<file path="src/rtl/mux_pkg.sv">
// Shared definitions for the 3-to-1 datapath selector: select-code encoding
// and the default data width used by the RISC-V datapath.
package mux_pkg;

  // Default width of each data input and of the selected output.
  localparam int MUX3_DEFAULT_WIDTH = 32;

  // Select encoding; 2'b11 is the illegal code that yields zero and raises
  // the sticky diagnostic flag.
  typedef enum logic [1:0] {
    SEL_Y0  = 2'b00,
    SEL_Y1  = 2'b01,
    SEL_Y2  = 2'b10,
    SEL_BAD = 2'b11
  } mux3_sel_e;

endpackage

</file>
<file path="src/rtl/mux_3.sv">
// 3-to-1 data selector for operand/forward and write-back source selection.
// The output is combinational by default; defining MUX3_REG_OUT_EN registers
// it (one cycle of latency, cleared by rst). A sticky flag records whether
// the illegal select code has been seen on any clock edge since reset.
module mux_3
  import mux_pkg::*;
#(
  parameter int Input_size = MUX3_DEFAULT_WIDTH
) (
  input  logic                  clk,
  input  logic                  rst,
  input  logic [Input_size-1:0] y0,
  input  logic [Input_size-1:0] y1,
  input  logic [Input_size-1:0] y2,
  input  logic [1:0]            sel,
  output logic [Input_size-1:0] out,
  output logic                  sel_err
);

  mux3_sel_e             w_sel;
  logic [Input_size-1:0] w_selData;
  logic                  r_selErr;

  assign w_sel = mux3_sel_e'(sel);

  // Selection: every legal code picks its input, the illegal code gives zero,
  // and an unknown select propagates as X so it is visible in simulation.
  always_comb begin
    w_selData = '0;
    case (w_sel)
      SEL_Y0:  w_selData = y0;
      SEL_Y1:  w_selData = y1;
      SEL_Y2:  w_selData = y2;
      SEL_BAD: w_selData = '0;
      default: w_selData = 'x;
    endcase
  end

  // Sticky illegal-select flag; reset wins over a simultaneous illegal code.
  always_ff @(posedge clk) begin
    if (rst) begin
      r_selErr <= 1'b0;
    end else if (w_sel == SEL_BAD) begin
      r_selErr <= 1'b1;
    end
  end

  assign sel_err = r_selErr;

`ifdef MUX3_REG_OUT_EN
  logic [Input_size-1:0] r_out;

  // Registered output: one cycle behind the select path, cleared by reset.
  always_ff @(posedge clk) begin
    if (rst) begin
      r_out <= '0;
    end else begin
      r_out <= w_selData;
    end
  end

  assign out = r_out;
`else
  assign out = w_selData;
`endif

endmodule

</file>
<file path="config.mk">
export PLATFORM = sky130hd
export DESIGN_NAME = mux_3
export DESIGN_NICKNAME = d
export VERILOG_FILES = /design/src/rtl/mux_pkg.sv /design/src/rtl/mux_3.sv
export SDC_FILE = /design/constraint.sdc
export NUM_CORES = 1
export LEC_CHECK = 0
export BUFFER_PORTS_ARGS = -buffer_cell sky130_fd_sc_hd__buf_2
export CAP_MARGIN = 25
export CORE_MARGIN = 4
export CORE_UTILIZATION = 28
export DETAILED_ROUTE_END_ITERATION = 10
export PLACE_DENSITY_LB_ADDON = 0.2
export SLEW_MARGIN = 20
export SYNTH_ARGS = -nofsm -noshare
export SYNTH_HDL_FRONTEND = slang
export SYNTH_SLANG_ARGS = --single-unit
</file>
<file path="constraint.sdc">
create_clock -name clk -period 0.8 [get_ports clk]
set_clock_uncertainty 0.05 [all_clocks]
set_input_delay 0.04 -clock clk [delete_from_list [all_inputs] [get_ports clk]]
set_output_delay 0.04 -clock clk [all_outputs]
set_load 0.01 [all_outputs]
</file>
After elaboration in Yosys (flattened, before gate mapping)
Cells that the tools add are included.

storage, ports and cells
  bits in registers = 1
  bits of input ports = 100
  output and inout bits = 33
  logic and storage cells = 6

cells by class
  equality and inequality tests = 3
  mux-type cells = 1
  reduce and logical (&&, ||, !) cells = 1

operator list
  operator              number
  $pmux W32 S4          1
  $eq A2 B2 Y1 const B  2
  $eq A2 B1 Y1 const B  1
  $logic_not A2 Y1      1

Logic depth before layout (Yosys ltp)
Gate-level depths: netlist (run 1).

  word-level depth = 2
  mapped depth = 5
  depth with buffers taken out = 2

Least setup slack after synthesis (run 1)
No wires, ideal clock.

  path type = input-to-output
  start point = in sel[0]
  end point = out out[0]
  data arrival time = 0.650 ns
  required time = 0.710 ns
  path slack = 0.060 ns
  stages on the path = 5
  path buffers = 3
  cells stage by stage = buf_6 nor2b_4 buf_6 buf_12 o2bb2ai_2

on the way
  longest elaborated chain between the ends = 2
  elaborated cells between the ends (all ways) = 5
  classes of those cells = eq/ne (3); mux (1); reduce/logical (1)

RTL lines
  element                                     line         text
  start, declared                             mux_3.sv:15  input logic [1:0] sel,
  $eq A2 B2 Y1, or another cell as far along  mux_3.sv:30  case (w_sel)
  $pmux W32 S4 *                              mux_3.sv:30
  end, declared                               mux_3.sv:16  output logic [Input_size-1:0] out,

Every way passes the cells marked *; elsewhere a longest branch is shown, timed or not.

Final worst setup path (run 1)
  start point = in sel[1]
  end point = out out[6]

The elaborated chain is that of the path after synthesis.

==> metrics.yaml, run 1 <==
sta:
  period_share_pct: 112
  rsz0062_at_grt: "true"
  finalSetupViolCount: 32
  slew_viol_final: 0
  clock.fmax_mhz: 1110
  hold_slack_ns: 0.151
  slew_headroom_pct: 85.5
  timing.setup.tns_ns: -2.00
  worst_pin_slew_ns: 0.213
  final_hold_viol_count: 0
  worst_slack_ns: -0.0991
  fin_crit_ns: 0.899
final_layout:
  stdcell_count: 259
  final_common_cell: "buf_2"
  largest_register_ffs: 1
  layout_common_cells: "buf_2 (128), mux2i_1 (28), o2bb2ai_2 (28), buf_6 (7), buf_12 (6)"
  num_antenna_cells: 0
  fin_nets: 315
  postLayoutCoreUtil_pct: 54.5
  area_delta_synth_final_pct: 86.8
  drive_above_1_share_pct: 84.5
pwr:
  combPwrFrac_pct: 94.8
  p_int_mw: 0.632
  switching_share_pct: 41.4
  clkPwrFrac_pct: 0
  power_density_nw_per_um2: 593
  power_frac_seq_pct: 5.2
  switchingPower_mw: 0.446
  p_leak_nw: 0.960
  ir_drop_mv: 0.364
routing:
  first_pass_iters: 2
  wl_met3_um: 367
  via_per_inst: 4.53
  vias: 1173
  dr_wl_met2_um: 1850
  drt_iter0_markers: 19
  highest-signal-layer: "met3"
  drtAntennaViolNets: 0
  wire_per_inst_um: 13.0
  drt_wl_total_um: 3380
  drc: 0
  m1WireLength_um: 1160
clock_network:
  clkTransAtPathRegs_ns: 0
  clk_latency_ns: 0
  cts_hold_buf: 0
setup_path:
  r2r_cells: 2
  worstPathCellList: "buf_12, nor2b_4, buf_12, buf_12, o2bb2ai_2, buf_2"
  cp_slowest_cell: "nor2b_4"
  max_stage_delay_ns: 0.16
  worst-endpoint-arrival_ns: 0.81
  startpoint_type: "primary input"
  path_buf_inv: 4
  crit_top_cell: "buf_12"
  end_kind: "primary output"
  critPathTopFamily: "buffers and inverters"
  crit_type: "primary input to primary output"
  cp_max_fo: 6
  cp.depth: 6
  crit_required_ns: 0.71
global_route:
  grt_usage_pct: 13.2
  grt_overflow: 0
  grt_first_pass_wirelength_um: 4850
  grt_max_degree: 20
  grt_pass1_vias: 1137
  antenna_found_initial: 0
yosys:
  avgSynthCellArea_um2: 12.2
  synthCells: 80
  ys_types: 10
  synth_nets: 180
  yosysSeqAreaShare_pct: 2.06
  yosys_warnings: 0
  netlist_area_um2: 973
  ys_ff_latch: 1
placed_design:
  dp.cells: 257
  gp_congestion: 0.798
  place_hpwl_um: 2910
  numPortBuffers: 132
floorplanning:
  core_area_um2: 3340
  fp.dieW_um: 67.0
  rows: 21
  chipHeight_um: 67.0
  start_util_pct: 29.2
  dieArea_um2: 4480
  io_pins: 133
outcome:
  violations: "negative setup slack"
  status: "complete, but fails checks"
flow_run:
  max_cap_violations: 0
worst_hold_path:
  hold_path_class: "primary input to register"
  min_path_cells: 2
## logic make-up after synthesis
kind of cell,count (synthesis),synth area share (%)
buf+inv,12,14.7
flops,1,2.06
mux,32,32.9
simple gates,2,1.80
compound gates,33,48.6
## path summary, 6_finish.rpt
check / to / slack (ns) / from
setup / recovery: out[6] / -0.1 / sel[1]
hold / removal: sel_err / 0.15 / rst
setup reg to reg: sel_err / 0.16 / sel_err
hold reg to reg: sel_err / 0.42 / sel_err
## final cells by class
class / count / area, um2
Fill cell: 324 / 1520
Sequential cell: 1 / 20.0
Multi-Input combinational cell: 67 / 851
Tap cell: 46 / 57.6
Timing Repair Buffer: 145 / 890
## routing by layer
metal	up-vias	global-route usage [%]
li1	592	-
met1	520	14.3
met2	61	27.6
met3	0	1.35
met4	0	0.759
met5	-	0
## cells in the mapped netlist
| cell | number | area [um2] |
|---|---|---|
| a21oi_1 | 1 | 5.00 |
| buf_12 | 3 | 60.1 |
| buf_2 | 3 | 15.0 |
| buf_6 | 6 | 67.6 |
| dfxtp_1 | 1 | 20.0 |
| mux2i_1 | 32 | 320 |
| nor2_1 | 1 | 3.75 |
| nor2b_4 | 1 | 13.8 |
| o2bb2ai_1 | 2 | 17.5 |
| o2bb2ai_2 | 30 | 450 |
## per-stage QoR
step,cell area (um2),power [mW],setup slack [ns]
after global placement,1710,1.00,-0.179
final,1820,1.08,-0.0991
after CTS,1770,1.06,-0.0993
after global routing,1820,1.16,-0.135
after detailed placement,1710,1.02,-0.191
after floorplan,973,0.575,0.0598
## timing repair
action                                  4_1_cts  5_1_grt
endpoints found under the setup margin       32       32
buffers inserted                              3        0
cloned                                        1        0
pin swaps                                     1        1
gates resized for setup                      12        6
## power by group through the flow
stage / logic (mW) / clock network, mW / registers [mW]
3_5_place_dp: 0.960 / 0 / 0.0560
3_3_place_gp: 0.949 / 0 / 0.0559
2_1_floorplan: 0.517 / 0 / 0.0576
6_report: 1.02 / 0 / 0.0559
4_1_cts: 1.00 / 0 / 0.0561
5_1_grt: 1.11 / 0 / 0.0560
(Power assumes the default switching activity.)
==> run 2: changes to the inputs <==
--- a/config.mk
+++ b/config.mk
@@ -6,7 +6,7 @@
 export NUM_CORES = 1
 export LEC_CHECK = 0
 export BUFFER_PORTS_ARGS = -buffer_cell sky130_fd_sc_hd__buf_2
-export CAP_MARGIN = 25
+export CORE_ASPECT_RATIO = 0.9
 export CORE_MARGIN = 4
 export CORE_UTILIZATION = 28
 export DETAILED_ROUTE_END_ITERATION = 10
==> run 2 against run 1 <==
The run still ends with negative setup slack left. Setup slack improved by 0.021 ns. Flip-flop and latch count unchanged. First-iteration DRC count shrank 16%. Sequential power barely moved. Sequential share of layout area hardly changed. Global-route usage increased by 0.99 points. Via count rose by 1.4%. Fmax rose by 2.4%. Die area about the same. Core utilization shrank 2.5 points. Critical endpoint is now out[31]. Highest routed layer unchanged.
==> metrics.yaml, run 2 (synthesized netlist as in run 1, its figures left out) <==
outcome:
  status: "complete, but fails checks"
  violations: "negative setup slack"
clock_network:
  cts_hold_buf: 0  # unchanged
  clk_latency_ns: 0  # unchanged
  clkTransAtPathRegs_ns: 0  # unchanged
routing:
  via_per_inst: 4.70  # +3.9%
  drt_iter0_markers: 16  # -3
  wire_per_inst_um: 13.6  # +4.7%
  drc: 0  # unchanged
  drtAntennaViolNets: 0  # unchanged
  vias: 1190  # +1.4%
  first_pass_iters: 2  # unchanged
  drt_wl_total_um: 3450  # +2.3%
final_layout:
  final_common_cell: "buf_2"
  largest_register_ffs: 1  # unchanged
  area_delta_synth_final_pct: 79.2
  num_antenna_cells: 0  # unchanged
  layout_common_cells: "buf_2 (130), o2bb2ai_2 (30), mux2i_1 (24), mux2i_2 (7), buf_12 (5)"
  drive_above_1_share_pct: 86.1  # +1.6 points
  fin_nets: 311  # -1.3%
sta:
  clock.fmax_mhz: 1140  # +2.4%
  worst_slack_ns: -0.0783  # +0.0208 ns
  fin_crit_ns: 0.878  # -0.0208 ns
  finalSetupViolCount: 32  # unchanged
  rsz0062_at_grt: "true"
  period_share_pct: 110  # -2.6 points
  final_hold_viol_count: 0  # unchanged
  slew_viol_final: 0  # unchanged
  worst_pin_slew_ns: 0.285  # +0.0724 ns
  hold_slack_ns: 0.153  # +0.00162 ns
  timing.setup.tns_ns: -1.58  # +0.418 ns
  slew_headroom_pct: 81.0  # -4.5 points
floorplanning:
  chipHeight_um: 63.9  # -4.5%
  rows: 20  # -4.8%
  core_area_um2: 3350  # +0.49%
  start_util_pct: 29.0  # -0.14 points
  io_pins: 133  # unchanged
  fp.dieW_um: 70.2  # +4.8%
  dieArea_um2: 4490  # about the same
pwr:
  switching_share_pct: 42.2  # +0.79 points
  ir_drop_mv: 0.399  # +9.8%
  power_density_nw_per_um2: 596  # +0.42%
  p_leak_nw: 0.917  # -4.5%
  clkPwrFrac_pct: 0  # unchanged
  power_frac_seq_pct: 5.4  # +0.2 points
  switchingPower_mw: 0.438  # -1.8%
  combPwrFrac_pct: 94.6  # -0.2 points
  p_int_mw: 0.601  # -4.9%
global_route:
  grt_pass1_vias: 1177  # +3.5%
  antenna_found_initial: 0  # unchanged
  grt_overflow: 0  # unchanged
  grt_first_pass_wirelength_um: 5480  # +13%
  grt_usage_pct: 14.1  # +0.99 points
  grt_max_degree: 20  # unchanged
worst_hold_path:
  hold_path_startpoint: "rst"
  hold_path_class: "primary input to register"
setup_path:
  worst-endpoint-arrival_ns: 0.79  # -0.02 ns
  crit_required_ns: 0.71  # about the same
  end_kind: "primary output"
  r2r_start: "sel_err"
  cp-startpoint: "sel[1]"
  cp_max_fo: 17  # +11
  startpoint_type: "primary input"
  crit_type: "primary input to primary output"
placed_design:
  place_hpwl_um: 2860  # -1.7%
  gp_congestion: 0.731  # -8.4%
  numPortBuffers: 132  # unchanged
flow_run:
  max_cap_violations: 0  # unchanged
## run 2: repair_timing
| action | 4_1_cts | 5_1_grt |
|---|---|---|
| gates resized for setup | 11 | 4 |
| buffers inserted | 0 | 0 |
| endpoints found under the setup margin | 32 | 32 |
| cloned | 1 | 0 |
## run 2: cell type report
type | instances | area, um2
Timing Repair Buffer | 141 | 820
Tap cell | 44 | 55.1
Sequential cell | 1 | 20.0
Fill cell | 344 | 1610
Multi-Input combinational cell | 67 | 850
## run 2: power by group through the flow
stage               combinational (mW)  clock [mW]  sequential [mW]
floorplan                        0.517           0           0.0576
global placement                 0.925           0           0.0556
detailed placement               0.932           0           0.0560
CTS                              0.984           0           0.0560
global route                      1.07           0           0.0564
finish                           0.983           0           0.0559
## run 2: final timing paths
check                           cells past startpoint  endpoint  slack, ns
worst max-delay path                                5   out[31]      -0.08
worst max register to register                      2   sel_err       0.20
worst min-delay path                                2   sel_err       0.15
worst min register to register                      2   sel_err       0.40
## run 2: stage by stage
| stage | util [%] | setup WS [ns] | total power, mW | instances | instance area [um2] |
|---|---|---|---|---|---|
| 6_report | 52.0 | -0.0783 | 1.04 | 253 | 1740 |
| 3_3_place_gp | 49.4 | -0.177 | 0.981 | 252 | 1660 |
| 5_1_grt | 52.0 | -0.137 | 1.13 | 253 | 1740 |
| 4_1_cts | 51.4 | -0.0942 | 1.04 | 253 | 1720 |
| 3_5_place_dp | 49.4 | -0.188 | 0.988 | 252 | 1660 |
| 2_1_floorplan | - | 0.0598 | 0.575 | 80 | 973 |
## run 2: routing by layer
metal / share of wire (%) / GRT usage (%)
met3: 8.4 / 2.20
met2: 55 / 27.1
met5: 0 / 0
met4: 0 / 0.478
met1: 36 / 17.4
## run 2: worst max-delay path, stage by stage
cell       delay, ns
buf_12          0.12
nor2b_4         0.16
buf_12          0.18
o2bb2ai_1       0.12
buf_2           0.15
==> run 3: changes to the inputs <==
--- a/config.mk
+++ b/config.mk
@@ -15,3 +15,4 @@
 export SYNTH_ARGS = -nofsm -noshare
 export SYNTH_HDL_FRONTEND = slang
 export SYNTH_SLANG_ARGS = --single-unit
+export TNS_END_PERCENT = 20
==> run 3 against run 2 <==
Power decreased by 3.9%. Fmax increased by 1.4%. Hold slack about the same. The run still ends with negative setup slack left. Flip-flop and latch count unchanged. Core utilization decreased by 1.4 points. Critical endpoint unchanged. Sequential share of layout area about the same. Global-route usage decreased by 0.43 points.
==> metrics.yaml, run 3 (synthesized netlist as in run 1, its figures left out) <==
outcome:
  status: "complete, but fails checks"
  violations: "negative setup slack"
final_layout:
  fill_cells: 344  # unchanged
  largest_register_ffs: 1  # unchanged
  stdcell_count: 252  # -0.40%
  layout_common_cells: "buf_2 (130), o2bb2ai_2 (30), mux2i_1 (27), mux2i_2 (5), buf_12 (5)"
  fin_nets: 310  # -0.32%
  drive_above_1_share_pct: 84.6  # -1.5 points
  num_antenna_cells: 0  # unchanged
  area_delta_synth_final_pct: 74.3
  postLayoutCoreUtil_pct: 50.6  # -1.4 points
  final_common_cell: "buf_2"
sta:
  slew_headroom_pct: 80.9  # about the same
  slew_viol_final: 0  # unchanged
  clock.fmax_mhz: 1150  # +1.4%
  hold_slack_ns: 0.153  # -0.00000100 ns
  final_hold_viol_count: 0  # unchanged
  worst_pin_slew_ns: 0.286  # +0.000845 ns
  worst_slack_ns: -0.0659  # +0.0124 ns
  finalSetupViolCount: 32  # unchanged
  period_share_pct: 108  # -1.5 points
  rsz0062_at_grt: "true"
  fin_crit_ns: 0.866  # -0.0124 ns
flow_run:
  max_cap_violations: 0  # unchanged
setup_path:
  cp_max_fo: 17  # unchanged
  cp-startpoint: "sel[1]"
  r2r_start: "sel_err"
  reg2reg_slack_ns: 0.20  # about the same
  end_kind: "primary output"
  worst-endpoint-arrival_ns: 0.78  # about the same
  crit_type: "primary input to primary output"
  startpoint_type: "primary input"
  crit_required_ns: 0.71  # about the same
  r2r-end: "sel_err"
  r2r_cells: 2  # unchanged
  critPathCapture: "out[31]"
routing:
  via_per_inst: 4.64  # -1.3%
  drt_wl_total_um: 3240  # -6.3%
  vias: 1170  # -1.7%
  drc: 0  # unchanged
  drtAntennaViolNets: 0  # unchanged
  drt_iter0_markers: 8  # -8
  first_pass_iters: 2  # unchanged
  wire_per_inst_um: 12.8  # -5.9%
global_route:
  grt_usage_pct: 13.7  # -0.43 points
  use_met3_pct: 2.20  # unchanged
  antenna_found_initial: 0  # unchanged
  grt_pass1_vias: 1157  # -1.7%
  grt_first_pass_wirelength_um: 5310  # -3.1%
  grt_max_degree: 20  # unchanged
  grtUsageMet1_pct: 16.8  # -0.58 points
  gr-usage-met2_pct: 26.3  # -0.83 points
  busiest_layer: "met2"
  grt_overflow: 0  # unchanged
floorplanning:
  rows: 20  # unchanged
  fp.dieW_um: 70.2  # unchanged
  dieArea_um2: 4490  # unchanged
  chipHeight_um: 63.9  # unchanged
  start_util_pct: 29.0  # unchanged
  io_pins: 133  # unchanged
  core_area_um2: 3350  # unchanged
placed_design:
  gp_congestion: 0.731  # unchanged
  numPortBuffers: 132  # unchanged
  dp.cells: 252  # unchanged
  place_hpwl_um: 2860  # unchanged
worst_hold_path:
  hold_path_class: "primary input to register"
  min_path_cells: 2  # unchanged
pwr:
  ir_drop_mv: 0.364  # -8.8%
  power_density_nw_per_um2: 589  # -1.2%
  p_leak_nw: 0.908  # -0.96%
clock_network:
  clk_latency_ns: 0  # unchanged
  clkTransAtPathRegs_ns: 0  # unchanged
  post-cts-setup-buffers: 0  # unchanged
[run 3: cell count changes in the layout (fill, tap and decap cells not counted), sizes merged]
cell / before / now
buf: 141 / 140
[run 3: worst min-delay path by stage]
stage,startpoint,end,slack (ns)
after global routing,rst,sel_err,0.17
after CTS,rst,sel_err,0.15
after detailed placement,rst,sel_err,0.15
final,rst,sel_err,0.15
after global placement,rst,sel_err,0.15
after floorplan,rst,sel_err,0.06
[run 3: worst max-delay path, cell delays in order]
cell	delay, ns
buf_12	0.11
nor2b_4	0.16
buf_12	0.18
o2bb2ai_1	0.12
buf_2	0.15
[run 3: final cells by class]
class | instances | area (um2) | share of cell area [%]
Timing Repair Buffer | 140 | 792 | 46.7
Multi-Input combinational cell | 67 | 830 | 48.9
Tap cell | 44 | 55.1 | 3.24
Sequential cell | 1 | 20.0 | 1.18
[run 3: report_power, final]
group / switching (mW) / leakage [nW] / internal, mW
Clock: 0 / 0 / 0
Sequential: 0.00153 / 0.00829 / 0.0544
Combinational: 0.420 / 0.900 / 0.522
Total: 0.422 / 0.908 / 0.577
[run 3: metrics by stage]
step	TNS [ns]	setup WS, ns	area [um2]	total power, mW
3_3_place_gp	-4.68	-0.177	1660	0.981
6_report	-1.20	-0.0659	1700	0.999
3_5_place_dp	-4.97	-0.188	1660	0.988
2_1_floorplan	0	0.0598	973	0.575
5_1_grt	-2.80	-0.125	1700	1.08
4_1_cts	-1.61	-0.0813	1690	1.01
[run 3: timing repair]
item / in CTS / in global routing
setup endpoints to repair: 32 / 32
pin swaps: 1 / 1
hold buffers: 0 / 0
gates resized for setup: 8 / 2
gates cloned: 0 / 0
[run 3: metal layers]
metal,up-vias,part of all wire [%]
met5,-,0
met4,0,0
met3,0,9.5
met2,60,53
met1,528,38
li1,582,-
